$ cat src/rtl/cpu8_pkg.sv
// cpu8_pkg: shared opcodes, sequencer state encoding and default MUL/DIV wait for the 8-bit CPU.
package cpu8_pkg;
   localparam logic [2:0] OP_NOP = 3'd0;
   localparam logic [2:0] OP_SUM = 3'd1;
   localparam logic [2:0] OP_SUB = 3'd2;
   localparam logic [2:0] OP_MUL = 3'd3;
   localparam logic [2:0] OP_DIV = 3'd4;
   localparam logic [2:0] OP_SHL = 3'd5;
   localparam logic [2:0] OP_SHR = 3'd6;
   localparam int MULDIV_WAIT_DEF = 4;
   typedef enum logic [2:0] {
      IDLE,
      OPERAND,
      SETUP,
`ifdef ALU_MULDIV_EN
      EXEC,
`endif
      WRITE,
      HOLD
   } state_t;
endpackage

$ cat src/rtl/alu_op_sequencer_if.sv
// alu_op_sequencer_if: instruction handshake plus the SR strobe/write/operand bus.
interface alu_op_sequencer_if;
   logic       instr_valid;
   logic [7:0] instr;
   logic       instr_ready;
   logic       busy;
   logic       err;
   logic       isumn, isubn, imuln, idivn, ishln, ishrn;
   logic       esrn;
   logic [7:0] dsrin;
   modport master (output instr_valid, instr,
                   input  instr_ready, busy, err, isumn, isubn, imuln, idivn, ishln, ishrn, esrn, dsrin);
   modport slave  (input  instr_valid, instr,
                   output instr_ready, busy, err, isumn, isubn, imuln, idivn, ishln, ishrn, esrn, dsrin);
endinterface

$ cat src/rtl/alu_op_decode.sv
// alu_op_decode: opcode byte to legal/two-byte/muldiv flags and active-low strobe vector.
// MUL/DIV are legal only when ALU_MULDIV_EN is defined.
module alu_op_decode
   import cpu8_pkg::*;
(
   input  logic [7:0] op,
   output logic       legal,
   output logic       two_byte,
   output logic [5:0] strb
`ifdef ALU_MULDIV_EN
  ,output logic       muldiv
`endif
);
   logic [2:0] f;
   assign f = op[2:0];
`ifdef ALU_MULDIV_EN
   assign legal  = op[7:3] == 5'd0 && f != 3'b111;
   assign muldiv = f == OP_MUL || f == OP_DIV;
`else
   assign legal  = op[7:3] == 5'd0 && f != 3'b111 && f != OP_MUL && f != OP_DIV;
`endif
   assign two_byte = legal && f != OP_NOP;
   // bit 0 = ISUMn ... bit 5 = ISHRn
   assign strb = two_byte ? ~(6'd1 << (f - 3'd1)) : 6'h3f;
endmodule

$ cat src/rtl/alu_op_sequencer.sv
// alu_op_sequencer: accepts opcode/operand bytes and drives SR strobes, ESRn and Dsrin in strobe->write->hold order.
// Define ALU_MULDIV_EN to enable MUL/DIV with the MULDIV_WAIT execute delay.
module alu_op_sequencer
   import cpu8_pkg::*;
#(
   parameter int MULDIV_WAIT = MULDIV_WAIT_DEF
)(
   input logic clk,
   input logic rst,
   alu_op_sequencer_if.slave bus
);
   logic       legal, two_byte, acc;
   logic [5:0] dec_strb, strb_q, strb;
   logic       ready, busy, err, esrn;
   logic [7:0] dsrin;
   state_t     state;
`ifdef ALU_MULDIV_EN
   logic       muldiv, is_md;
   logic [3:0] cnt;
`endif
   alu_op_decode u_dec (
      .op       (bus.instr),
      .legal    (legal),
      .two_byte (two_byte),
`ifdef ALU_MULDIV_EN
      .muldiv   (muldiv),
`endif
      .strb     (dec_strb)
   );
   assign acc = bus.instr_valid & ready;
   always_ff @(posedge clk or posedge rst)
      if (rst) begin
         state  <= IDLE;
         strb_q <= 6'h3f;
         strb   <= 6'h3f;
         ready  <= 1'b0;
         busy   <= 1'b0;
         err    <= 1'b0;
         esrn   <= 1'b1;
         dsrin  <= 8'h00;
`ifdef ALU_MULDIV_EN
         is_md  <= 1'b0;
         cnt    <= 4'd0;
`endif
      end else begin
         err <= 1'b0;
         case (state)
            IDLE: begin
               ready <= 1'b1;
               if (acc && two_byte) begin
                  state  <= OPERAND;
                  strb_q <= dec_strb;
                  busy   <= 1'b1;
`ifdef ALU_MULDIV_EN
                  is_md  <= muldiv;
`endif
               end else if (acc && !legal) err <= 1'b1;
            end
            OPERAND: if (acc) begin
               dsrin <= bus.instr;
               strb  <= strb_q;
               ready <= 1'b0;
               state <= SETUP;
            end
`ifdef ALU_MULDIV_EN
            SETUP: begin
               cnt   <= 4'(MULDIV_WAIT - 1);
               state <= is_md ? EXEC : WRITE;
               esrn  <= is_md;
            end
            EXEC: if (cnt == 4'd0) begin
               state <= WRITE;
               esrn  <= 1'b0;
            end else cnt <= cnt - 4'd1;
`else
            SETUP: begin
               state <= WRITE;
               esrn  <= 1'b0;
            end
`endif
            WRITE: begin
               state <= HOLD;
               esrn  <= 1'b1;
            end
            HOLD: begin
               state <= IDLE;
               strb  <= 6'h3f;
               busy  <= 1'b0;
               ready <= 1'b1;
            end
            default: state <= IDLE;
         endcase
      end
   assign bus.instr_ready = ready;
   assign bus.busy        = busy;
   assign bus.err         = err;
   assign bus.esrn        = esrn;
   assign bus.dsrin       = dsrin;
   assign {bus.ishrn, bus.ishln, bus.idivn, bus.imuln, bus.isubn, bus.isumn} = strb;
endmodule

$ cat src/flat_wrapper.sv
// flat-port wrapper written by rule: the top's interface ports become plain ports
module alu_op_sequencer_flat import cpu8_pkg::*;
#(
   parameter int MULDIV_WAIT = MULDIV_WAIT_DEF
)
  (clk, rst, bus_instr_valid, bus_instr, bus_instr_ready, bus_busy, bus_err, bus_isumn, bus_isubn, bus_imuln, bus_idivn, bus_ishln, bus_ishrn, bus_esrn, bus_dsrin);
  alu_op_sequencer_if bus_i ();
  input logic clk;
  input logic rst;
  input wire logic [$bits(bus_i.instr_valid)-1:0] bus_instr_valid;
  input wire logic [$bits(bus_i.instr)-1:0] bus_instr;
  output wire logic [$bits(bus_i.instr_ready)-1:0] bus_instr_ready;
  output wire logic [$bits(bus_i.busy)-1:0] bus_busy;
  output wire logic [$bits(bus_i.err)-1:0] bus_err;
  output wire logic [$bits(bus_i.isumn)-1:0] bus_isumn;
  output wire logic [$bits(bus_i.isubn)-1:0] bus_isubn;
  output wire logic [$bits(bus_i.imuln)-1:0] bus_imuln;
  output wire logic [$bits(bus_i.idivn)-1:0] bus_idivn;
  output wire logic [$bits(bus_i.ishln)-1:0] bus_ishln;
  output wire logic [$bits(bus_i.ishrn)-1:0] bus_ishrn;
  output wire logic [$bits(bus_i.esrn)-1:0] bus_esrn;
  output wire logic [$bits(bus_i.dsrin)-1:0] bus_dsrin;
  assign bus_i.instr_valid = bus_instr_valid;
  assign bus_i.instr = bus_instr;
  assign bus_instr_ready = bus_i.instr_ready;
  assign bus_busy = bus_i.busy;
  assign bus_err = bus_i.err;
  assign bus_isumn = bus_i.isumn;
  assign bus_isubn = bus_i.isubn;
  assign bus_imuln = bus_i.imuln;
  assign bus_idivn = bus_i.idivn;
  assign bus_ishln = bus_i.ishln;
  assign bus_ishrn = bus_i.ishrn;
  assign bus_esrn = bus_i.esrn;
  assign bus_dsrin = bus_i.dsrin;
  alu_op_sequencer #(.MULDIV_WAIT(MULDIV_WAIT)) u_core (.clk(clk), .rst(rst), .bus(bus_i));
endmodule
$ cat config.mk
export PLATFORM = sky130hd
export DESIGN_NAME = alu_op_sequencer_flat
export DESIGN_NICKNAME = d
export VERILOG_FILES = /design/src/rtl/cpu8_pkg.sv /design/src/rtl/alu_op_sequencer_if.sv /design/src/rtl/alu_op_decode.sv /design/src/rtl/alu_op_sequencer.sv /design/src/flat_wrapper.sv
export SDC_FILE = /design/constraint.sdc
export NUM_CORES = 1
export LEC_CHECK = 0
export BUFFER_PORTS_ARGS = -buffer_cell sky130_fd_sc_hd__buf_2
export CAP_MARGIN = 20
export CORE_UTILIZATION = 55
export CTS_CLUSTER_DIAMETER = 200
export CTS_CLUSTER_SIZE = 10
export DETAILED_ROUTE_END_ITERATION = 8
export GPL_ROUTABILITY_DRIVEN = 0
export PLACE_DENSITY = 0.82
export SYNTH_ARGS = -nofsm -noshare
export SYNTH_HDL_FRONTEND = slang
export SYNTH_SLANG_ARGS = --single-unit
$ cat constraint.sdc
create_clock -name clk -period 3.95 [get_ports clk]
set_clock_uncertainty 0.1 [all_clocks]
set_input_delay 1.185 -clock clk [delete_from_list [all_inputs] [get_ports clk]]
set_output_delay 1.185 -clock clk [all_outputs]
set_load 0.01 [all_outputs]
== Word level (Yosys, flattened, before mapping) ==
Cells that the tools add are included.
W data, S select, Z words.
Storage, ports and cells
  word-level logic and storage cells: 56
  flip-flop bits (word level): 27
  input bits: 11
Cells by class
  add/sub/neg operators: 1
  bitwise operators: 2
  eq/ne operators: 9
  reduce and logical (&&, ||, !) cells: 21
  muxes and demuxes: 14
  shift-type cells: 1
Operators by type and width (count)
  $mux W6: 2
  $pmux W3 S4: 1
  $pmux W6 S2: 1
  $reduce_and A2 Y1: 6
  $reduce_bool A2 Y1: 4
  $eq A3 B2 Y1 const B: 2
  $logic_and A1 B1 Y1: 6
  $mux W3: 2
  $ne A3 B3 Y1 const B: 2
  $not A6 Y6: 1
  $pmux W1 S2: 3
  $shl A1 B3 Y6 const A: 1
  $logic_not A5 Y1: 1
  $mux W1: 5
  $ne A2 B1 Y1 const B: 2
  $eq A3 B1 Y1 const B: 1
  $eq A3 B3 Y1 const B: 1
  $logic_not A3 Y1: 1
  $ne A3 B2 Y1 const B: 1
  $reduce_bool A3 Y1: 1
  $sub A3 B1 Y3 const B: 1
  $reduce_or A2 Y1: 1
  $and A1 B1 Y1: 1
  $logic_not A1 Y1: 1

== Longest topological paths before layout ==
Gate-level depths: netlist (run 1).
  word-level depth: 9
  gate-level depth with buffers: 6
  mapped depth without buffers: 5

== Cells and area by module ==
A second synthesis (run 1) with hierarchy kept.
Second synthesis, totals
  cell total of the unflattened synthesis: 98
  area total of the unflattened synthesis: 1277.5 um^2
Modules (own cells, without submodules)
  alu_op_sequencer: sequential area each 691.9 um^2, area each 1143.6 um^2, instances 1, cells an instance 80
  alu_op_decode: sequential area each 0.0 um^2, area each 133.9 um^2, instances 1, cells an instance 18

== Worst setup path before layout (run 1) ==
No wires, ideal clock.
  path kind: in2reg
  from: input port bus_instr[5]
  to: register u_core.strb_q[5]
  data required time: 3.757 ns
  path slack: 1.258 ns
  arrival: 2.499 ns
  stages: 4
  path through: or4_4 -> or4b_4 -> o31ai_1 -> a2bb2oi_1
On the way
  longest elaborated chain between the ends: 7
  elaborated cells on any way between the ends: 8
  those cells by class: mux: 1; reduce/logical: 7
Ends and longest elaborated chain
  start: declaration: RTL line flat_wrapper.sv:11  | input wire logic [$bits(bus_i.instr)-1:0] bus_instr;
  $logic_not A5 Y1 *: RTL line alu_op_decode.sv:20  | assign legal = op[7:3] == 5'd0 && f != 3'b111 && f != OP_MUL && f != OP_DIV;
  $logic_and A1 B1 Y1 * (3 in series): RTL line alu_op_decode.sv:20
  $logic_and A1 B1 Y1 *: RTL line alu_op_decode.sv:22  | assign two_byte = legal && f != OP_NOP;
  $logic_and A1 B1 Y1: RTL line alu_op_sequencer.sv:50  | if (acc && two_byte) begin
  $reduce_and A2 Y1 (no line)
  end signal: assignment: RTL line alu_op_sequencer.sv:52  | strb_q <= dec_strb;
  end: declaration: RTL line alu_op_sequencer.sv:13  | logic [5:0] dec_strb, strb_q, strb;
Mark *: on every way between the ends. The rest lies on a longest branch, timed or not.
A chain may end at the register's enable or synchronous reset.

== Final worst setup path (run 1) ==
  from: input port bus_instr[5]
  to: register u_core.strb_q[0]
Same word-level chain as after synthesis.

==> key figures, run 1 <==
Cells and area
  • Final nets: 150
  • Layout cells sized above 1: between 40% and 50%
  • Cell area after layout: 1410 sq um
  • # diodes: 0
  • Non-filler cells, final: 164
  • Fill count: approximately 150
  • Area Overhead vs Synth: 18.2%

Yosys
  • Post-synthesis cell area: ~1200 sq um
  • Distinct cells, synth: 27
  • Syn Inst Count: between 100 and 150
  • Seq/Total Area, Yosys: between 50% and 60%
  • Avg Inst Size Synth: roughly 11 sq um
  • Post-synthesis register bit count: 27
  • Synthesized Nets: 120
  • Yosys warnings: 0

Drt
  • Wire length per cell: 14.0 um
  • Via count: 931
  • Drt total wl: roughly 2300 um
  • Initial DRC Count: 32
  • Via/cell ratio: around 5.7
  • Drt pass-1 iters: 5
  • Post-DRT Antenna Nets: 0
  • Detailed-route DRC error count: 0

Timing
  • Slew HR: about 62%
  • Post-route clock period utilization: approximately 65%
  • Slew Viols, Final: 0
  • Final hold slack: about 0.39 ns
  • Final setup vio count: 0
  • Min Tclk post-route: between 2 and 3 ns
  • Max Clk Rate: approximately 400 MHz
  • RSZ-0062 raised after global routing: no
  • TNS Setup: 0 ns
  • PnR worst setup slack: 1.38 ns
  • Final Hold Viols: 0
  • Tightest Pin Transition: roughly 0.58 ns

CTS
  • Clock slew at reported path FFs: roughly 0.14 ns
  • Total CTS buffers: 3
  • Hold_buf cts: 0
  • Clk sinks: 27
  • Clock insertion delay at the later pin of the skew report: about 0.33 ns
  • CTS tree: yes
  • CTS root buf: clkbuf_4
  • Post-CTS sizing: 0
  • Bufs on Longest Clock Path: 2
  • Setup repair bufs after CTS: 0
  • Total number of H-tree levels: 1

Place
  • Post-placement cell count: between 150 and 200
  • # port buffers: 28
  • Final HPWL DP: 1630 um
  • Post-DP Area: 1350 sq um
  • Pre-CTS setup slack: 1.07 ns

Run
  • Maxcap violations: 0

Min path
  • Hold_sp: u_core.strb[2]$_DFFE_PP1P_
  • Hold endpoint: u_core.strb[2]$_DFFE_PP1P_
  • Type of the worst min-delay path: register to register
  • Min-Delay Path Depth: 2

Power and ir drop
  • Lkg Pwr: about 0.73 nW
  • Comb pwr share: around 6.2%
  • Worst vdd ir: 0.000244 V
  • Seq pwr share: between 60% and 70%
  • Net Sw Frac: a little under a quarter
  • Pint: between 0.3 and 0.4 mW
  • Switching power: approximately 0.095 mW
  • PD cells: 300 nW/um^2
  • Clock share of power: about 28%

Run status
  • Status: finished, final reports clean

Global route
  • Initial antenna violation count: 0
  • First-pass GRT wire length: ~3800 um
  • Total Routing Usage GR: between 20% and 30%
  • Largest net degree at the start of global routing: 28
  • GRT overflow: 0
  • Vias in the first global route: slightly below 900

Critical path
  • Reg-to-Reg End: u_core.strb_q[0]$_DFFE_PP1P_
  • Critical path class: input pin to register
  • Worst path slowest cell: or4_4
  • Critical path fanouts, max: 5
  • Worst Reg2Reg Path Length in Cells: 5
  • Worst R2R Setup Slack: between 1.5 and 2 ns
  • Worst r2r src: u_core.state[1]$_DFFE_PP0P_
  • Required @ worst endpoint: approximately 4.1 ns
  • Kind of end point of the critical path: register
  • Kind of cell adding the most delay to the critical path: simple AND/OR/NAND/NOR gates
  • Crit path largest cell delay: roughly 0.54 ns
  • CP arrival: roughly 2.8 ns
  • CP Buf/Inv Count: 1
  • Cell Chain, Critical Path: buf_2 > or4_4 > or4b_4 > a21oi_1 > o22a_2
  • Worst setup SP type: input pin

Floorplanning
  • Initial Util: about 59%
  • Core Rows: 16
  • Number of I/O pins: 29
  • DIE HEIGHT: between 40 and 50 um
  • Die Wd: about 48 um
  • DIE AREA: approximately 2400 sq um
  • Core area: around 2000 sq um
==> routing by layer <==
metal  track usage [%]  vias to the layer above  wire length [um]
li1                  -                      433                 -
met5                 0                        -                 0
met1              27.2                      439               978
met2              37.3                       48              1100
met4              12.3                        0                58
met3              3.46                       11               154
==> synthesized netlist by cell type <==
cell | instances | area (sq um)
nand2_1 | 15 | 56.3
dfrtp_1 | 14 | 350
dfstp_2 | 13 | 342
nand3_1 | 12 | 60.1
nor2_1 | 10 | 37.5
mux2_2 | 8 | 90.1
nand2b_1 | 6 | 37.5
a31oi_1 | 3 | 18.8
clkbuf_1 | 3 | 11.3
inv_1 | 3 | 11.3
a21o_1 | 2 | 15.0
a2bb2oi_1 | 2 | 17.5
o21ai_0 | 2 | 10.0
o31ai_1 | 2 | 15.0
a21oi_1 | 1 | 5.00
a221oi_1 | 1 | 8.76
buf_1 | 1 | 3.75
buf_2 | 1 | 5.00
ha_1 | 1 | 12.5
mux2i_1 | 1 | 10.0
nor4b_1 | 1 | 8.76
nor4bb_1 | 1 | 10.0
o22a_1 | 1 | 8.76
o22a_2 | 1 | 10.0
or4_4 | 1 | 11.3
or4b_4 | 1 | 13.8
xnor2_1 | 1 | 8.76
==> worst max path at each step <==
stage	from	cells past startpoint	slack (ns)	to
3_5_place_dp	bus_instr[5]	5	1.07	u_core.strb_q[0]$_DFFE_PP1P_
6_report	bus_instr[5]	5	1.38	u_core.strb_q[0]$_DFFE_PP1P_
4_1_cts	bus_instr[5]	5	1.41	u_core.strb_q[0]$_DFFE_PP1P_
3_3_place_gp	bus_instr[5]	5	1.09	u_core.strb_q[1]$_DFFE_PP1P_
2_1_floorplan	bus_instr[5]	4	1.26	u_core.strb_q[5]$_DFFE_PP1P_
5_1_grt	bus_instr[5]	5	1.33	u_core.strb_q[3]$_DFFE_PP1P_
==> layout make-up <==
cell class | count | area [sq um] | area share, %
Timing Repair Buffer | 30 | 175 | 12.5
Sequential cell | 27 | 692 | 49.2
Clock buffer | 3 | 22.5 | 1.60
Clock inverter | 1 | 5.00 | 0.356
Tap cell | 27 | 33.8 | 2.40
Inverter | 3 | 11.3 | 0.801
Multi-Input combinational cell | 73 | 465 | 33.1
==> power by group through the flow <==
stage	Sequential [mW]	Clock (mW)	Combinational [mW]
global placement	0.282	0	0.0221
global route	0.277	0.132	0.0295
CTS	0.277	0.119	0.0232
floorplan	0.282	0	0.0135
detailed placement	0.282	0	0.0229
finish	0.277	0.118	0.0262
==> per-stage QoR <==
stage	total power [mW]	utilization (%)
floorplan	0.295	-
global placement	0.304	67.4
detailed placement	0.305	67.4
CTS	0.419	68.8
global route	0.439	70.2
finish	0.421	70.2
==> state kept, by name, indices dropped and copies added (netlist names) <==
name	cells
u_core.bus.busy	1
u_core.bus.dsrin	8
u_core.bus.err	1
u_core.bus.esrn	1
u_core.bus.instr_ready	1
u_core.state	3
u_core.strb	6
u_core.strb_q	6
==> worst register-to-register path, cell delays in order (launching register included) <==
cell and delay [ns]:
dfrtp_1 0.45, nor4bb_1 0.32, buf_4 0.23, or4b_4 0.51, a21oi_1 0.21, o22a_2 0.17
==> cell families after synthesis <==
family	share of synthesized area, %
multiplexers	8.42
flip-flops	58.2
AO/OA/AOI/OAI	9.16
AND/OR/NAND/NOR	19.8
buffers and inverters	2.63
XOR/XNOR	0.737
adder cells (fa/ha/maj)	1.05
==> cells in the final DEF, fill, tap and decap left out, drive strengths merged <==
master	Yosys	routed
dfstp	13	13
buf	2	30
nand2	15	15
a21oi	1	1
nor2	10	10
mux2	8	8
or4	1	1
clkinv	0	1
dfrtp	14	14
o21ai	2	2
a21o	2	2
xnor2	1	1
ha	1	1
a221oi	1	1
inv	3	3
mux2i	1	1
or4b	1	1
clkbuf	3	3
nor4bb	1	1
a31oi	3	3
nand3	12	12
o22a	2	2
nor4b	1	1
o31ai	2	2
a2bb2oi	2	2
nand2b	6	6
Power figures use the tool's default switching activity.
==> run 2, diff against run 1 <==
--- a/config.mk
+++ b/config.mk
@@ -7,12 +7,12 @@
 export LEC_CHECK = 0
 export BUFFER_PORTS_ARGS = -buffer_cell sky130_fd_sc_hd__buf_2
 export CAP_MARGIN = 20
-export CORE_UTILIZATION = 55
+export CORE_UTILIZATION = 46
 export CTS_CLUSTER_DIAMETER = 200
 export CTS_CLUSTER_SIZE = 10
 export DETAILED_ROUTE_END_ITERATION = 8
 export GPL_ROUTABILITY_DRIVEN = 0
-export PLACE_DENSITY = 0.82
+export PLACE_DENSITY = 0.73
 export SYNTH_ARGS = -nofsm -noshare
 export SYNTH_HDL_FRONTEND = slang
 export SYNTH_SLANG_ARGS = --single-unit
==> constraint.sdc (replaced) <==
create_clock -name clk -period 2.1 [get_ports clk]
set_clock_uncertainty 0.1 [all_clocks]
set_input_delay 0.63 -clock clk [delete_from_list [all_inputs] [get_ports clk]]
set_output_delay 0.63 -clock clk [all_outputs]
set_load 0.01 [all_outputs]
==> run 2 against run 1 <==
Count of clock-buffer cells in the layout rose by 1; non-clock buffer count up 4; first-iteration DRC count down 47%; flip-flop and latch count unchanged; critical path depth did not move; power rose by 87%; setup slack got worse by 1.3 ns; critical path type unchanged; clock power rose by 86%; largest power group unchanged; register-to-register slack got worse by 1.8 ns; sequential share of layout area is 0.43 points lower; routed wire length down 0.17%.
==> key figures, run 2 (synthesized netlist as in run 1, its figures left out) <==
Cells and area
  • Layout cells sized above 1: 43.3% (was 42.3%)
  • Most common cell after layout, fill and taps aside: buf_2 (unchanged)
  • # diodes: 0 (unchanged)
  • Top Registers: u_core.bus.dsrin x8, u_core.strb x6, u_core.strb_q x6 (unchanged)
  • Cell area after layout: 1420 sq um (was 1410 sq um)
  • Final nets: 154 (was 150)
  • Max FFs per register: 8 (unchanged)
  • Post-layout util: 57.7% (was 70.2%)
  • Area Overhead vs Synth: 19.3% (was 18.2%)
  • Commonest non-fill, non-tap cells in the layout: buf_2, nand2_1, dfrtp_1, dfstp_2, nand3_1 (unchanged)
  • Top register by number of flip-flops: u_core.bus.dsrin (unchanged)

Global route
  • M2 GR Usage: 31.0% (was 37.3%)
  • Met3 Track Usage GR: 3.48% (was 3.46%)
  • Largest net degree at the start of global routing: 28 (unchanged)
  • Initial antenna violation count: 0 (unchanged)
  • Gr busiest metal: met2 (unchanged)
  • GRT overflow: 0 (unchanged)
  • First-pass GRT wire length: 3800 um (was 3830 um)
  • Vias in the first global route: 861 (was 888)
  • M1 GR Usage: 24.8% (was 27.2%)
  • Total Routing Usage GR: 18.7% (was 22.1%)

Floorplanning
  • Initial Util: 48.4% (was 59.4%)
  • Number of I/O pins: 29 (unchanged)
  • Core Rows: 18 (was 16)
  • DIE HEIGHT: 52.8 um (was 48.5 um)
  • Die Wd: 52.8 um (was 48.5 um)
  • Core area: 2450 sq um (was 2000 sq um)
  • DIE AREA: 2790 sq um (was 2350 sq um)

Timing
  • Tightest Pin Transition: 0.432 ns (was 0.576 ns)
  • Final setup vio count: 0 (unchanged)
  • Slew Viols, Final: 0 (unchanged)
  • Slew HR: 71.2% (was 61.5%)
  • RSZ-0062 raised after global routing: no (unchanged)
  • Final Hold Viols: 0 (unchanged)
  • Max Clk Rate: 499 MHz
  • Post-route clock period utilization: between 90% and 100%
  • Min Tclk post-route: 2.01 ns

CTS
  • Hold_buf cts: 0 (unchanged)
  • Clk sinks: 27 (unchanged)
  • Setup repair bufs after CTS: 0 (unchanged)
  • Clock slew at reported path FFs: 0.14 ns (about the same)
  • Total CTS buffers: 3 (unchanged)
  • Clock insertion delay at the later pin of the skew report: 0.31 ns (was 0.33 ns)
  • CTS root buf: clkbuf_4 (unchanged)
  • CTS tree: yes (unchanged)
  • Bufs on Longest Clock Path: 2 (unchanged)
  • Post-CTS sizing: 0 (unchanged)
  • Total number of H-tree levels: 1 (unchanged)

Place
  • Final HPWL DP: 1710 um (was 1630 um)
  • # port buffers: 28 (unchanged)
  • Post-DP Area: 1390 sq um (was 1350 sq um)

Power and ir drop
  • PD cells: 554 nW/um^2 (was 300 nW/um^2)
  • Worst vdd ir: 0.000412 V (was 0.000244 V)
  • Lkg Pwr: 0.742 nW (was 0.733 nW)

Critical path
  • Critical path class: input pin to register (unchanged)
  • Critical path fanouts, max: 5 (unchanged)
  • Kind of end point of the critical path: register (unchanged)
  • Required @ worst endpoint: 2.24 ns (was 4.14 ns)
  • Worst path slowest cell: or4_4 (unchanged)
  • Crit path largest cell delay: 0.53 ns (was 0.54 ns)
  • CP Buf/Inv Count: 1 (unchanged)
  • Kind of cell adding the most delay to the critical path: simple AND/OR/NAND/NOR gates (unchanged)
  • CP arrival: 2.15 ns (was 2.75 ns)
  • Worst R2R Setup Slack: 0.16 ns (was 1.92 ns)
  • Cell Chain, Critical Path: buf_2 > or4_4 > or4b_4 > nor2_1 > a2bb2oi_1 (was buf_2 > or4_4 > or4b_4 > a21oi_1 > o22a_2)
  • Worst setup SP type: input pin (unchanged)

Drt
  • Initial DRC Count: 17 (was 32)
  • Post-DRT Antenna Nets: 0 (unchanged)
  • Detailed-route DRC error count: 0 (unchanged)
  • Drt total wl: 2290 um (about the same)
  • Wire length per cell: 13.4 um (was 14.0 um)
  • Drt pass-1 iters: 4 (was 5)
  • Via/cell ratio: 5.42 (was 5.68)
  • Via count: 926 (was 931)

Run status
  • Status: finished, final reports clean (unchanged)

Min path
  • Type of the worst min-delay path: input pin to async pin (was register to register)

Run
  • Maxcap violations: 0 (unchanged)
## run 2: changes by cell type in the layout (fill, tap and decap cells not counted)
cell	previous run	this run
buf_16	1	0
clkinv_2	1	0
buf_4	1	6
clkbuf_1	0	1
## run 2: where the power goes
group          switching [mW]  internal (mW)  leakage (nW)
Combinational          0.0287         0.0169         0.407
Sequential                  0          0.521         0.321
Clock                   0.145         0.0741        0.0150
Total                   0.173          0.613         0.742
## run 2: path summary, 6_finish.rpt
path / startpoint / end / depth (start not counted)
setup / recovery: bus_instr[5] / u_core.strb_q[1]$_DFFE_PP1P_ / 5
hold / removal: rst / u_core.bus.dsrin[6]$_DFFE_PP0P_ / 3
setup reg to reg: u_core.state[1]$_DFFE_PP0P_ / u_core.strb_q[1]$_DFFE_PP1P_ / 5
hold reg to reg: u_core.bus.busy$_DFFE_PP0P_ / u_core.bus.busy$_DFFE_PP0P_ / 2
max in group asynchronous: rst / u_core.strb_q[4]$_DFFE_PP1P_ / 3
min in group clk: u_core.bus.busy$_DFFE_PP0P_ / u_core.bus.busy$_DFFE_PP0P_ / 2
## run 2: metal layers
layer | vias to the layer above | wire length, um
met2 | 32 | 1120
met4 | 0 | 29
li1 | 440 | -
met3 | 4 | 102
met1 | 450 | 1040
met5 | - | 0
## run 2: tightest hold or removal path: stages
cell	delay (ns)
buf_2	0.09
inv_1	0.04
buf_4	0.31
## run 2: layout make-up
type,instances,area [sq um]
flip-flops and latches,27,692
clock buffers,4,26.3
fillers,226,1040
well taps,30,37.5
multi-input cells,73,465
repair buffers,34,185
inverters,3,11.3
## run 2: through the flow
| stage | setup TNS [ns] | hold WS [ns] | std cells | power, mW | setup WS, ns |
|---|---|---|---|---|---|
| 3_3_place_gp | -0.830 | 0.348 | 167 | 0.574 | -0.179 |
| 5_1_grt | 0 | 0.249 | 171 | 0.819 | 0.0564 |
| 4_1_cts | 0 | 0.251 | 171 | 0.794 | 0.0927 |
| 2_1_floorplan | -0.134 | 0.360 | 108 | 0.555 | -0.0366 |
| 6_report | 0 | 0.239 | 171 | 0.786 | 0.0944 |
| 3_5_place_dp | -1.03 | 0.369 | 167 | 0.576 | -0.249 |
==> run 3, diff against run 2 <==
--- a/config.mk
+++ b/config.mk
@@ -13,6 +13,7 @@
 export DETAILED_ROUTE_END_ITERATION = 8
 export GPL_ROUTABILITY_DRIVEN = 0
 export PLACE_DENSITY = 0.73
+export REMOVE_ABC_BUFFERS = 1
 export SYNTH_ARGS = -nofsm -noshare
 export SYNTH_HDL_FRONTEND = slang
 export SYNTH_SLANG_ARGS = --single-unit
==> run 3 against run 2 <==
Cell count fell by 0.58%; critical endpoint is now u_core.strb_q[5]$_DFFE_PP1P_; setup slack improved by 0.020 ns; core utilization rose by 0.051 points; largest power group unchanged; largest cell class unchanged.
==> key figures, run 3 (synthesized netlist as in run 1, its figures left out) <==
Run status
  • Status: finished, final reports clean (unchanged)

Timing
  • Slew Viols, Final: 0 (unchanged)
  • Min Tclk post-route: 1.99 ns (was 2.01 ns)
  • PnR worst setup slack: 0.115 ns (was 0.0944 ns)
  • Final hold slack: 0.222 ns (was 0.239 ns)
  • Tightest Pin Transition: 0.444 ns (was 0.432 ns)
  • RSZ-0062 raised after global routing: no (unchanged)
  • Post-route clock period utilization: 94.5% (was 95.5%)
  • Slew HR: 70.4% (was 71.2%)
  • Max Clk Rate: 504 MHz (was 499 MHz)
  • Final setup vio count: 0 (unchanged)
  • Final Hold Viols: 0 (unchanged)

Cells and area
  • # diodes: 0 (unchanged)
  • Commonest non-fill, non-tap cells in the layout: buf_2, nand2_1, dfrtp_1, dfstp_2, nand3_1 (unchanged)
  • Final nets: 153 (was 154)
  • Top register by number of flip-flops: u_core.bus.dsrin (unchanged)
  • Top Registers: u_core.bus.dsrin x8, u_core.strb x6, u_core.strb_q x6 (unchanged)
  • Area Overhead vs Synth: 19.4% (was 19.3%)
  • Most common cell after layout, fill and taps aside: buf_2 (unchanged)
  • Post-layout util: 57.8% (was 57.7%)
  • Max FFs per register: 8 (unchanged)
  • Non-filler cells, final: 170 (was 171)
  • Layout cells sized above 1: 45.0% (was 43.3%)

Critical path
  • CP Buf/Inv Count: 1 (unchanged)
  • Critical path fanouts, max: 5 (unchanged)
  • CP arrival: 2.15 ns (about the same)
  • Critical path class: input pin to register (unchanged)
  • Required @ worst endpoint: 2.26 ns (was 2.24 ns)
  • Worst path slowest cell: or4_4 (unchanged)
  • Worst setup SP type: input pin (unchanged)
  • Worst Reg2Reg Path Length in Cells: 5 (unchanged)
  • Crit path largest cell delay: 0.54 ns (was 0.53 ns)
  • Cell Chain, Critical Path: buf_2 > or4_4 > or4b_4 > o31ai_1 > a2bb2oi_1 (was buf_2 > or4_4 > or4b_4 > nor2_1 > a2bb2oi_1)
  • Kind of cell adding the most delay to the critical path: simple AND/OR/NAND/NOR gates (unchanged)
  • Levels on crit path: 5 (unchanged)
  • Kind of end point of the critical path: register (unchanged)

Power and ir drop
  • PD cells: 559 nW/um^2 (was 554 nW/um^2)
  • Worst vdd ir: 0.000510 V (was 0.000412 V)
  • Lkg Pwr: 0.739 nW (was 0.742 nW)

Drt
  • Post-DRT Antenna Nets: 0 (unchanged)
  • Drt total wl: 2500 um (was 2290 um)
  • Detailed-route DRC error count: 0 (unchanged)
  • Via/cell ratio: 5.50 (was 5.42)
  • Wire length per cell: 14.7 um (was 13.4 um)
  • Initial DRC Count: 14 (was 17)
  • Drt pass-1 iters: 4 (unchanged)
  • Via count: 935 (was 926)

CTS
  • Bufs on Longest Clock Path: 2 (unchanged)
  • Total number of H-tree levels: 1 (unchanged)
  • Clock insertion delay at the later pin of the skew report: 0.33 ns (was 0.31 ns)
  • Clk sinks: 27 (unchanged)
  • CTS root buf: clkbuf_4 (unchanged)
  • Setup repair bufs after CTS: 0 (unchanged)
  • CTS tree: yes (unchanged)
  • Clock slew at reported path FFs: 0.15 ns (was 0.14 ns)
  • Total CTS buffers: 3 (unchanged)

Floorplanning
  • DIE AREA: 2790 sq um (unchanged)
  • DIE HEIGHT: 52.8 um (unchanged)
  • Number of I/O pins: 29 (unchanged)
  • Initial Util: 48.4% (unchanged)
  • Core Rows: 18 (unchanged)
  • Core area: 2450 sq um (unchanged)
  • Die Wd: 52.8 um (unchanged)

Min path
  • Type of the worst min-delay path: input pin to async pin (unchanged)

Place
  • Post-placement cell count: 166 (was 167)
  • Final HPWL DP: 1770 um (was 1710 um)
  • Pre-CTS setup slack: -0.232 ns (was -0.249 ns)
  • # port buffers: 28 (unchanged)

Global route
  • First-pass GRT wire length: 4100 um (was 3800 um)
  • Vias in the first global route: 880 (was 861)
  • Initial antenna violation count: 0 (unchanged)
  • Total Routing Usage GR: 20.6% (was 18.7%)
  • Largest net degree at the start of global routing: 28 (unchanged)
  • GRT overflow: 0 (unchanged)

Run
  • Maxcap violations: 0 (unchanged)
[run 3: cell count changes in the layout (fill, tap and decap cells not counted)]
cell | previous run | this run
nor4bb_1 | 1 | 0
clkbuf_1 | 1 | 0
dfrtp_2 | 0 | 1
buf_4 | 6 | 5
dfrtp_1 | 14 | 13
clkinv_2 | 0 | 1
nor4bb_2 | 0 | 1
[run 3: cell type report]
cell class / count / area (sq um)
Inverter: 3 / 11.3
Timing Repair Buffer: 33 / 178
Tap cell: 30 / 37.5
Clock inverter: 1 / 5.00
Fill cell: 244 / 1040
Multi-Input combinational cell: 73 / 472
Clock buffer: 3 / 22.5
Sequential cell: 27 / 693
[run 3: where the power goes]
| part | switching [mW] | internal, mW | total [mW] |
|---|---|---|---|
| logic | 0.0293 | 0.0158 | 0.0452 |
| clock network | 0.154 | 0.0715 | 0.226 |
| registers | 0 | 0.522 | 0.522 |
| total | 0.184 | 0.609 | 0.793 |
[run 3: final timing paths]
check                                            startpoint                               to  slack, ns
worst max-delay path                           bus_instr[5]     u_core.strb_q[5]$_DFFE_PP1P_       0.11
worst min-delay path                                    rst  u_core.bus.dsrin[7]$_DFFE_PP0P_       0.22
worst max register to register  u_core.state[2]$_DFFE_PP0P_     u_core.strb_q[5]$_DFFE_PP1P_       0.12
worst min register to register  u_core.bus.busy$_DFFE_PP0P_      u_core.bus.busy$_DFFE_PP0P_       0.39
max in group asynchronous                               rst       u_core.strb[0]$_DFFE_PP1P_       1.37
min in group clk                u_core.bus.busy$_DFFE_PP0P_      u_core.bus.busy$_DFFE_PP0P_       0.39
[run 3: tightest hold or removal path: stages]
cell and delay [ns]:
buf_2 0.09, inv_1 0.04, buf_4 0.31
[run 3: metal layers]
metal / track usage, % / vias to the layer above / routed length [um]
met1: 26.8 / 455 / 1100
met3: 2.90 / 4 / 124
met2: 35.2 / 36 / 1240
met5: 0 / - / 0
li1: - / 440 / -
met4: 6.14 / 0 / 25
[run 3: through the flow]
stage	setup TNS (ns)	area (sq um)	total power, mW
after floorplan	-6.81	1170	0.551
after global placement	-0.825	1380	0.573
after detailed placement	-1.07	1380	0.575
after CTS	0	1410	0.801
after global routing	0	1420	0.824
final	0	1420	0.793
[run 3: what timing repair did]
action                                  4_1_cts  5_1_grt
endpoints found under the setup margin        0        2
gates resized for setup                       0        2
hold endpoints to repair                      0        0
hold buffers                                  0        0
